--- config.mk ---
export PLATFORM = sky130hd
export DESIGN_NAME = hilo_muldiv_unit_flat
export DESIGN_NICKNAME = d
export VERILOG_FILES = /design/src/rtl/hilo_muldiv_if.sv /design/src/rtl/hilo_muldiv_unit.sv /design/src/flat_wrapper.sv
export SDC_FILE = /design/constraint.sdc
export NUM_CORES = 1
export LEC_CHECK = 0
export ABC_AREA = 0
export CAP_MARGIN = 0
export CELL_PAD_IN_SITES_DETAIL_PLACEMENT = 1
export CELL_PAD_IN_SITES_GLOBAL_PLACEMENT = 2
export CORE_ASPECT_RATIO = 1.75
export CORE_MARGIN = 3
export CORE_UTILIZATION = 38
export CTS_BUF_LIST = sky130_fd_sc_hd__clkbuf_4
export DETAILED_ROUTE_END_ITERATION = 7
export PLACE_DENSITY = 0.9
export SLEW_MARGIN = 40
export SYNTH_ARGS = -nofsm -noshare
export SYNTH_HDL_FRONTEND = slang
export SYNTH_SLANG_ARGS = --single-unit
export TNS_END_PERCENT = 100
--- constraint.sdc ---
create_clock -name clk -period 14.7 [get_ports clk]
set_input_delay 3.675 -clock clk [delete_from_list [all_inputs] [get_ports clk]]
set_output_delay 3.675 -clock clk [all_outputs]
set_load 0.02 [all_outputs]
--- src/rtl/hilo_muldiv_if.sv ---
// Handshake and result bus between the execute stage and the HI/LO mul/div unit.
interface hilo_muldiv_if #(
  parameter int unsigned WIDTH = 32
);
  logic             start;
  logic [2:0]       op;
  logic [WIDTH-1:0] a;
  logic [WIDTH-1:0] b;
  logic             flush;
  logic             busy;
  logic             done;
  logic             div_by_zero;
  logic [WIDTH-1:0] hi;
  logic [WIDTH-1:0] lo;

  modport master (
    output start, op, a, b, flush,
    input  busy, done, div_by_zero, hi, lo
  );

  modport slave (
    input  start, op, a, b, flush,
    output busy, done, div_by_zero, hi, lo
  );
endinterface

--- src/rtl/hilo_muldiv_unit.sv ---
// Iterative multiply/divide unit with architectural HI/LO registers.
// Multiplies by shift-add and divides by restoring division on operand
// magnitudes, one bit per cycle, then applies sign correction in FIX.
module hilo_muldiv_unit #(
  parameter int unsigned WIDTH = 32
) (
  input logic          clk,
  input logic          rst,
  hilo_muldiv_if.slave bus
);

  localparam int unsigned CW = $clog2(WIDTH + 1);

  typedef enum logic [1:0] {S_IDLE, S_RUN, S_FIX} state_t;

  typedef enum logic [2:0] {
    OP_MULT  = 3'b000,
    OP_MULTU = 3'b001,
    OP_DIV   = 3'b010,
    OP_DIVU  = 3'b011,
    OP_MTHI  = 3'b100,
    OP_MTLO  = 3'b101,
    OP_NOP6  = 3'b110,
    OP_NOP7  = 3'b111
  } op_t;

  state_t             r_state, w_next;
  logic [CW-1:0]      r_cnt;
  logic               r_is_div, r_div0, r_neg_q, r_neg_r;
  logic [WIDTH-1:0]   r_a_raw;
  logic [2*WIDTH-1:0] r_mcand, r_prod;
  logic [WIDTH-1:0]   r_mplier;
  logic [WIDTH-1:0]   r_rem, r_quo, r_dsor;
  logic [WIDTH-1:0]   r_hi, r_lo;
  logic               r_done, r_dbz;

  op_t                w_op;
  logic               w_idle_req, w_accept, w_mt_hi, w_mt_lo;
  logic               w_signed, w_sign_a, w_sign_b;
  logic [WIDTH-1:0]   w_mag_a, w_mag_b;
  logic [WIDTH:0]     w_shift, w_diff;
  logic [2*WIDTH-1:0] w_prod_fix;
  logic [WIDTH-1:0]   w_quo_fix, w_rem_fix;

  // Request decode; flush in IDLE suppresses any start.
  always_comb begin
    w_op       = op_t'(bus.op);
    w_idle_req = (r_state == S_IDLE) && bus.start && !bus.flush;
    w_accept   = w_idle_req && (w_op inside {OP_MULT, OP_MULTU, OP_DIV, OP_DIVU});
    w_mt_hi    = w_idle_req && (w_op == OP_MTHI);
    w_mt_lo    = w_idle_req && (w_op == OP_MTLO);
    w_signed   = (w_op == OP_MULT) || (w_op == OP_DIV);
    w_sign_a   = w_signed && bus.a[WIDTH-1];
    w_sign_b   = w_signed && bus.b[WIDTH-1];
    w_mag_a    = w_sign_a ? -bus.a : bus.a;
    w_mag_b    = w_sign_b ? -bus.b : bus.b;
  end

  // One restoring-division step and the final sign corrections.
  always_comb begin
    w_shift    = {r_rem, r_quo[WIDTH-1]};
    w_diff     = w_shift - {1'b0, r_dsor};
    w_prod_fix = r_neg_q ? -r_prod : r_prod;
    w_quo_fix  = r_neg_q ? -r_quo : r_quo;
    w_rem_fix  = r_neg_r ? -r_rem : r_rem;
  end

  // State register.
  always_ff @(posedge clk or posedge rst) begin
    if (rst) r_state <= S_IDLE;
    else     r_state <= w_next;
  end

  // Next-state logic: RUN holds one extra cycle after the last iteration so
  // that the total latency from accept to done is WIDTH+2.
  always_comb begin
    w_next = r_state;
    case (r_state)
      S_IDLE: if (w_accept) w_next = S_RUN;
      S_RUN: begin
        if (bus.flush)                  w_next = S_IDLE;
        else if (r_cnt == CW'(WIDTH))   w_next = S_FIX;
      end
      S_FIX:   w_next = S_IDLE;
      default: w_next = S_IDLE;
    endcase
  end

  // Operand latch and per-cycle iteration datapath.
  always_ff @(posedge clk or posedge rst) begin
    if (rst) begin
      r_cnt    <= '0;
      r_is_div <= 1'b0;
      r_div0   <= 1'b0;
      r_neg_q  <= 1'b0;
      r_neg_r  <= 1'b0;
      r_a_raw  <= '0;
      r_mcand  <= '0;
      r_mplier <= '0;
      r_prod   <= '0;
      r_rem    <= '0;
      r_quo    <= '0;
      r_dsor   <= '0;
    end else if (w_accept) begin
      r_cnt    <= '0;
      r_is_div <= bus.op[1];
      r_div0   <= bus.op[1] && (bus.b == '0);
      r_neg_q  <= w_sign_a ^ w_sign_b;
      r_neg_r  <= w_sign_a;
      r_a_raw  <= bus.a;
      r_mcand  <= {{WIDTH{1'b0}}, w_mag_a};
      r_mplier <= w_mag_b;
      r_prod   <= '0;
      r_rem    <= '0;
      r_quo    <= w_mag_a;
      r_dsor   <= w_mag_b;
    end else if (r_state == S_RUN && r_cnt != CW'(WIDTH)) begin
      r_cnt <= r_cnt + CW'(1);
      if (!r_is_div) begin
        if (r_mplier[0]) r_prod <= r_prod + r_mcand;
        r_mcand  <= r_mcand << 1;
        r_mplier <= r_mplier >> 1;
      end else if (!r_div0) begin
        if (!w_diff[WIDTH]) begin
          r_rem <= w_diff[WIDTH-1:0];
          r_quo <= {r_quo[WIDTH-2:0], 1'b1};
        end else begin
          r_rem <= w_shift[WIDTH-1:0];
          r_quo <= {r_quo[WIDTH-2:0], 1'b0};
        end
      end
    end
  end

  // Architectural HI/LO, done pulse and sticky divide-by-zero flag.
  always_ff @(posedge clk or posedge rst) begin
    if (rst) begin
      r_hi   <= '0;
      r_lo   <= '0;
      r_done <= 1'b0;
      r_dbz  <= 1'b0;
    end else begin
      r_done <= 1'b0;
      if (w_mt_hi) r_hi <= bus.a;
      if (w_mt_lo) r_lo <= bus.a;
      if (r_state == S_FIX && !bus.flush) begin
        r_done <= 1'b1;
        if (!r_is_div) begin
          {r_hi, r_lo} <= w_prod_fix;
        end else if (r_div0) begin
          r_hi  <= r_a_raw;
          r_lo  <= '1;
          r_dbz <= 1'b1;
        end else begin
          r_hi  <= w_rem_fix;
          r_lo  <= w_quo_fix;
          r_dbz <= 1'b0;
        end
      end
    end
  end

  assign bus.busy        = (r_state != S_IDLE);
  assign bus.done        = r_done;
  assign bus.div_by_zero = r_dbz;
  assign bus.hi          = r_hi;
  assign bus.lo          = r_lo;

endmodule

--- src/flat_wrapper.sv ---
// flat-port wrapper written by rule: the top's interface ports become plain ports
module hilo_muldiv_unit_flat 
#(
  parameter int unsigned WIDTH = 32
)
  (clk, rst, bus_start, bus_op, bus_a, bus_b, bus_flush, bus_busy, bus_done, bus_div_by_zero, bus_hi, bus_lo);
  hilo_muldiv_if #(.WIDTH(WIDTH)) bus_i ();
  input logic clk;
  input logic rst;
  input wire logic [$bits(bus_i.start)-1:0] bus_start;
  input wire logic [$bits(bus_i.op)-1:0] bus_op;
  input wire logic [$bits(bus_i.a)-1:0] bus_a;
  input wire logic [$bits(bus_i.b)-1:0] bus_b;
  input wire logic [$bits(bus_i.flush)-1:0] bus_flush;
  output wire logic [$bits(bus_i.busy)-1:0] bus_busy;
  output wire logic [$bits(bus_i.done)-1:0] bus_done;
  output wire logic [$bits(bus_i.div_by_zero)-1:0] bus_div_by_zero;
  output wire logic [$bits(bus_i.hi)-1:0] bus_hi;
  output wire logic [$bits(bus_i.lo)-1:0] bus_lo;
  assign bus_i.start = bus_start;
  assign bus_i.op = bus_op;
  assign bus_i.a = bus_a;
  assign bus_i.b = bus_b;
  assign bus_i.flush = bus_flush;
  assign bus_busy = bus_i.busy;
  assign bus_done = bus_i.done;
  assign bus_div_by_zero = bus_i.div_by_zero;
  assign bus_hi = bus_i.hi;
  assign bus_lo = bus_i.lo;
  hilo_muldiv_unit #(.WIDTH(WIDTH)) u_core (.clk(clk), .rst(rst), .bus(bus_i));
endmodule
==> results.txt <==
----------------------------------------------------
[Status]
  Status ... finished, final reports clean

[Global route]
  Met2 capacity usage during global routing ... 0.477
  Congestion Overflow GR ... 0
  Global routing met1 resource utilization ... 0.295
  Total track usage ... 0.271
  First-pass GRT wire length ... 147 mm
  Via count of the first global-routing pass ... 25700
  Initial antenna violation count ... 3
  Global-route track usage on met3 ... 0.0377
  Maximum number of pins on one net before global-route repair ... 125
  Busiest grt layer ... met2

[Synthesis]
  YS warnings ... 0
  Syn Area/Cell ... 8.33 µm²
  Count of cell types in the netlist ... 70
  Proportion of register bits with asynchronous set or reset after synthesis ... 1.00
  Dominant synthesized flop cell ... sky130_fd_sc_hd__dfrtp_1
  Sequential cell area fraction in the yosys report ... 0.367
  Number of flip-flops and latches in the synthesized netlist ... 366
  Number of synthesized flops with an enable pin ... 0
  Synthesized netlist net count ... 3173
  Count of mapped cells out of synthesis ... 2998
  Area of the mapped netlist ... 25000 µm²

[STA]
  Clock skew ... 0.0581 ns
  Final hold violation count ... 0
  Final-layout setup total negative slack ... 0 ns
  Slew Limit Headroom ... 0.353
  Unrepaired setup endpoints after global routing ... false
  Transition at the pin with the smallest max-transition slack ... 0.963 ns
  Final Cycle Share ... 0.438
  Max-slew violation total from the final report ... 0
  Maximum clock frequency ... 0.155 GHz
  Final setup violating endpoints ... 0
  Min Clock Period, post-route ... 6.44 ns

[Clocking]
  TritonCTS clock tree ... built
  CTS H-Tree Depth ... 3
  Clock Sink Count ... 366
  Clock tree root buffer cell ... sky130_fd_sc_hd__clkbuf_4
  Post-CTS Setup Repair Bufs ... 0
  CTS clock-pin slew for the worst setup and hold paths ... 0.07 ns
  Worst-skew pair later-pin latency ... 0.92 ns
  Number of clock buffers inserted by TritonCTS ... 95
  Number of hold buffers added after CTS ... 0
  Number of instances resized during post-cts repair ... 0
  Clock buffer depth ... 3

[Run]
  Number of maximum-capacitance constraint violations ... 0

[Min path]
  Hold WC Path Type ... flop to flop
  Hold wc startpoint ... u_core.r_a_raw[14]$_DFFE_PP0P_

[Cells and area]
  FILL cells ... 7715
  Proportion of layout cells with a drive suffix above 1 ... 0.0741
  Layout Nets ... 3241
  Non-filler cells, final ... 3948
  Post-synthesis to final-layout area growth ... 13.0%
  Share of the core filled with cells ... 0.437
  Post-route cell area ... 28200 µm²

[Floorplanning]
  Die width ... 200 µm
  Die height ... 345 µm
  Initial core utilization ... 0.387
  Core region area ... 64600 µm²
  # IOs ... 138
  Cell row count ... 123
  Area of the die ... 69000 µm²

[Routing]
  Total Wirelength ... 93.9 mm
  Via-to-Cell Ratio ... 6.06
  DRT antenna net count ... 0
  Remaining DRCs ... 0
  1st-pass router iterations ... 6
  Vias after detailed routing ... 23900
  Detailed Route Iter0 Violations ... 1379
  Per-cell routed wire length ... 23.8 µm

[Power]
  Power density of the placed cells ... 192 nW/µm²
  Leakage power ... 0.0125 µW
  Largest vdd supply drop ... 0.0825 mV

[Worst setup path]
  Peak fanout along the critical path ... 6
  Reg2reg start ... u_core.r_prod[3]$_DFFE_PP0P_
  Class of the most critical setup path ... primary input to flop
  Arrival @ worst endpoint ... 7.19 ns
  Endpoint kind of the worst setup timing path ... flop
  Startpoint type of the worst setup path ... primary input
  Crit path launch ... bus_a[11]
  Critical path required time ... 15.45 ns

[Placed design]
  Detailed placer's ending HPWL ... 69.9 mm
  Area after detailed placement ... 27000 µm²
  IO buf count ... 137
  Number of cells in the design after placement ... 3780
  Placer Congestion ... 0.959

----------------------------------------------------
==> layer usage <==
layer  routed length [µm]  part of all wire
met1                34900              0.37
met2                47700              0.51
met3                 3850             0.041
met4                 7540             0.080
met5                    0                 0
==> logic make-up after synthesis <==
family                     after synthesis  share of synthesized area
and+or+nand+nor                       1044                      0.195
AOI/OAI and AO/OA                      851                      0.214
DFF                                    366                      0.367
buffers and inverters                  278                     0.0419
xor gates and xnor gates               265                     0.0929
adders and majority gates              104                     0.0527
muxes                                   90                     0.0363
==> final timing paths <==
check | to | slack, ns | depth (start not counted)
worst max-delay path | u_core.r_mcand[28]$_DFFE_PP0P_ | 8.26 | 10
worst min-delay path | u_core.r_a_raw[14]$_DFFE_PP0P_ | 0.49 | 2
worst max register to register | u_core.r_prod[57]$_DFFE_PP0P_ | 9.73 | 11
worst min register to register | u_core.r_a_raw[14]$_DFFE_PP0P_ | 0.49 | 2
max in group asynchronous | u_core.r_mcand[52]$_DFFE_PP0P_ | 9.54 | 4
min in group asynchronous | u_core.bus.lo[8]$_DFFE_PP0P_ | 3.32 | 2
==> through the flow <==
stage	setup WS, ns	power [µW]	hold slack, ns
6_report	8.26	5420	0.487
5_1_grt	8.03	5820	0.519
4_1_cts	8.20	5440	0.489
3_5_place_dp	7.25	4480	0.470
3_3_place_gp	7.31	4370	0.452
2_1_floorplan	0.865	3520	0.437
==> sequential cells by signal (all words and copies together), names as in the netlist, 2 cells and up <==
name             count
u_core.r_mcand      64
u_core.r_cnt         6
u_core.r_rem        32
u_core.r_mplier     32
u_core.r_prod       64
u_core.bus.lo       32
u_core.r_a_raw      32
u_core.r_state       2
u_core.r_quo        32
u_core.bus.hi       32
u_core.r_dsor       32
==> placed cells by master, fill, tap and decap left out, types with 28 or more instances in the layout <==
cell	instances
sky130_fd_sc_hd__clkbuf_4	145
sky130_fd_sc_hd__o221ai_1	34
sky130_fd_sc_hd__o31ai_1	45
sky130_fd_sc_hd__xnor2_1	176
sky130_fd_sc_hd__nor2_1	136
sky130_fd_sc_hd__or3_1	37
sky130_fd_sc_hd__ha_1	102
sky130_fd_sc_hd__and3_1	45
sky130_fd_sc_hd__a31oi_1	48
sky130_fd_sc_hd__nor3_1	38
sky130_fd_sc_hd__nand3_1	183
sky130_fd_sc_hd__xor2_1	88
sky130_fd_sc_hd__mux2i_1	85
sky130_fd_sc_hd__clkdlybuf4s50_1	137
sky130_fd_sc_hd__inv_1	74
sky130_fd_sc_hd__a211oi_1	28
sky130_fd_sc_hd__a21oi_1	212
sky130_fd_sc_hd__o211ai_1	34
sky130_fd_sc_hd__a21o_1	59
sky130_fd_sc_hd__nand2b_1	32
sky130_fd_sc_hd__nand2_1	444
sky130_fd_sc_hd__dfrtp_1	363
sky130_fd_sc_hd__o21ai_0	243
==> cells in the mapped netlist (all sizes together), types with 8 or more instances <==
cell,number,area (µm²)
a211oi,28,210
a21o,59,443
a21oi,212,1060
a22oi,18,135
a31oi,48,300
and2,23,144
and3,45,282
buf,22,83.8
clkbuf,180,677
dfrtp,366,9160
ha,102,1280
inv,76,285
mux2i,85,851
nand2,445,1670
nand2b,33,206
nand3,183,916
nand4,25,156
nor2,138,518
nor2b,11,68.8
nor3,39,195
nor4,12,75.1
o211ai,34,255
o21a,8,60.1
o21ai,245,1230
o21bai,23,173
o221ai,34,298
o311ai,27,236
o31ai,45,338
o41ai,25,226
or2,12,77.6
or3,37,231
or4,20,158
xnor2,176,1540
xor2,89,780
==> worst max-delay path, stage by stage <==
cell                              delay, ns
sky130_fd_sc_hd__clkdlybuf4s50_1       0.67
sky130_fd_sc_hd__nor3_1                0.50
sky130_fd_sc_hd__nand2b_1              0.17
sky130_fd_sc_hd__nor3_1                0.49
sky130_fd_sc_hd__nand3b_1              0.27
sky130_fd_sc_hd__nor4_1                0.52
sky130_fd_sc_hd__nand2_1               0.22
sky130_fd_sc_hd__o21ai_0               0.27
sky130_fd_sc_hd__xor2_1                0.27
sky130_fd_sc_hd__a21oi_1               0.11
==> area by class of cell <==
class / instances / area (µm²) / share of cell area
flip-flops and latches: 366 / 9160 / 0.325
diodes: 4 / 10.0 / 0.000355
well taps: 812 / 1020 / 0.0360
repair buffers: 173 / 1710 / 0.0605
clock buffers: 145 / 1090 / 0.0386
clock inverters: 18 / 78.8 / 0.00279
inverters: 76 / 299 / 0.0106
multi-input cells: 2354 / 14900 / 0.527
==> where the power goes <==
part	internal [µW]	switching (µW)
Combinational	1070	1610
Sequential	1340	475
Clock	446	470
Total	2860	2560
Power figures use the tool's default switching activity.
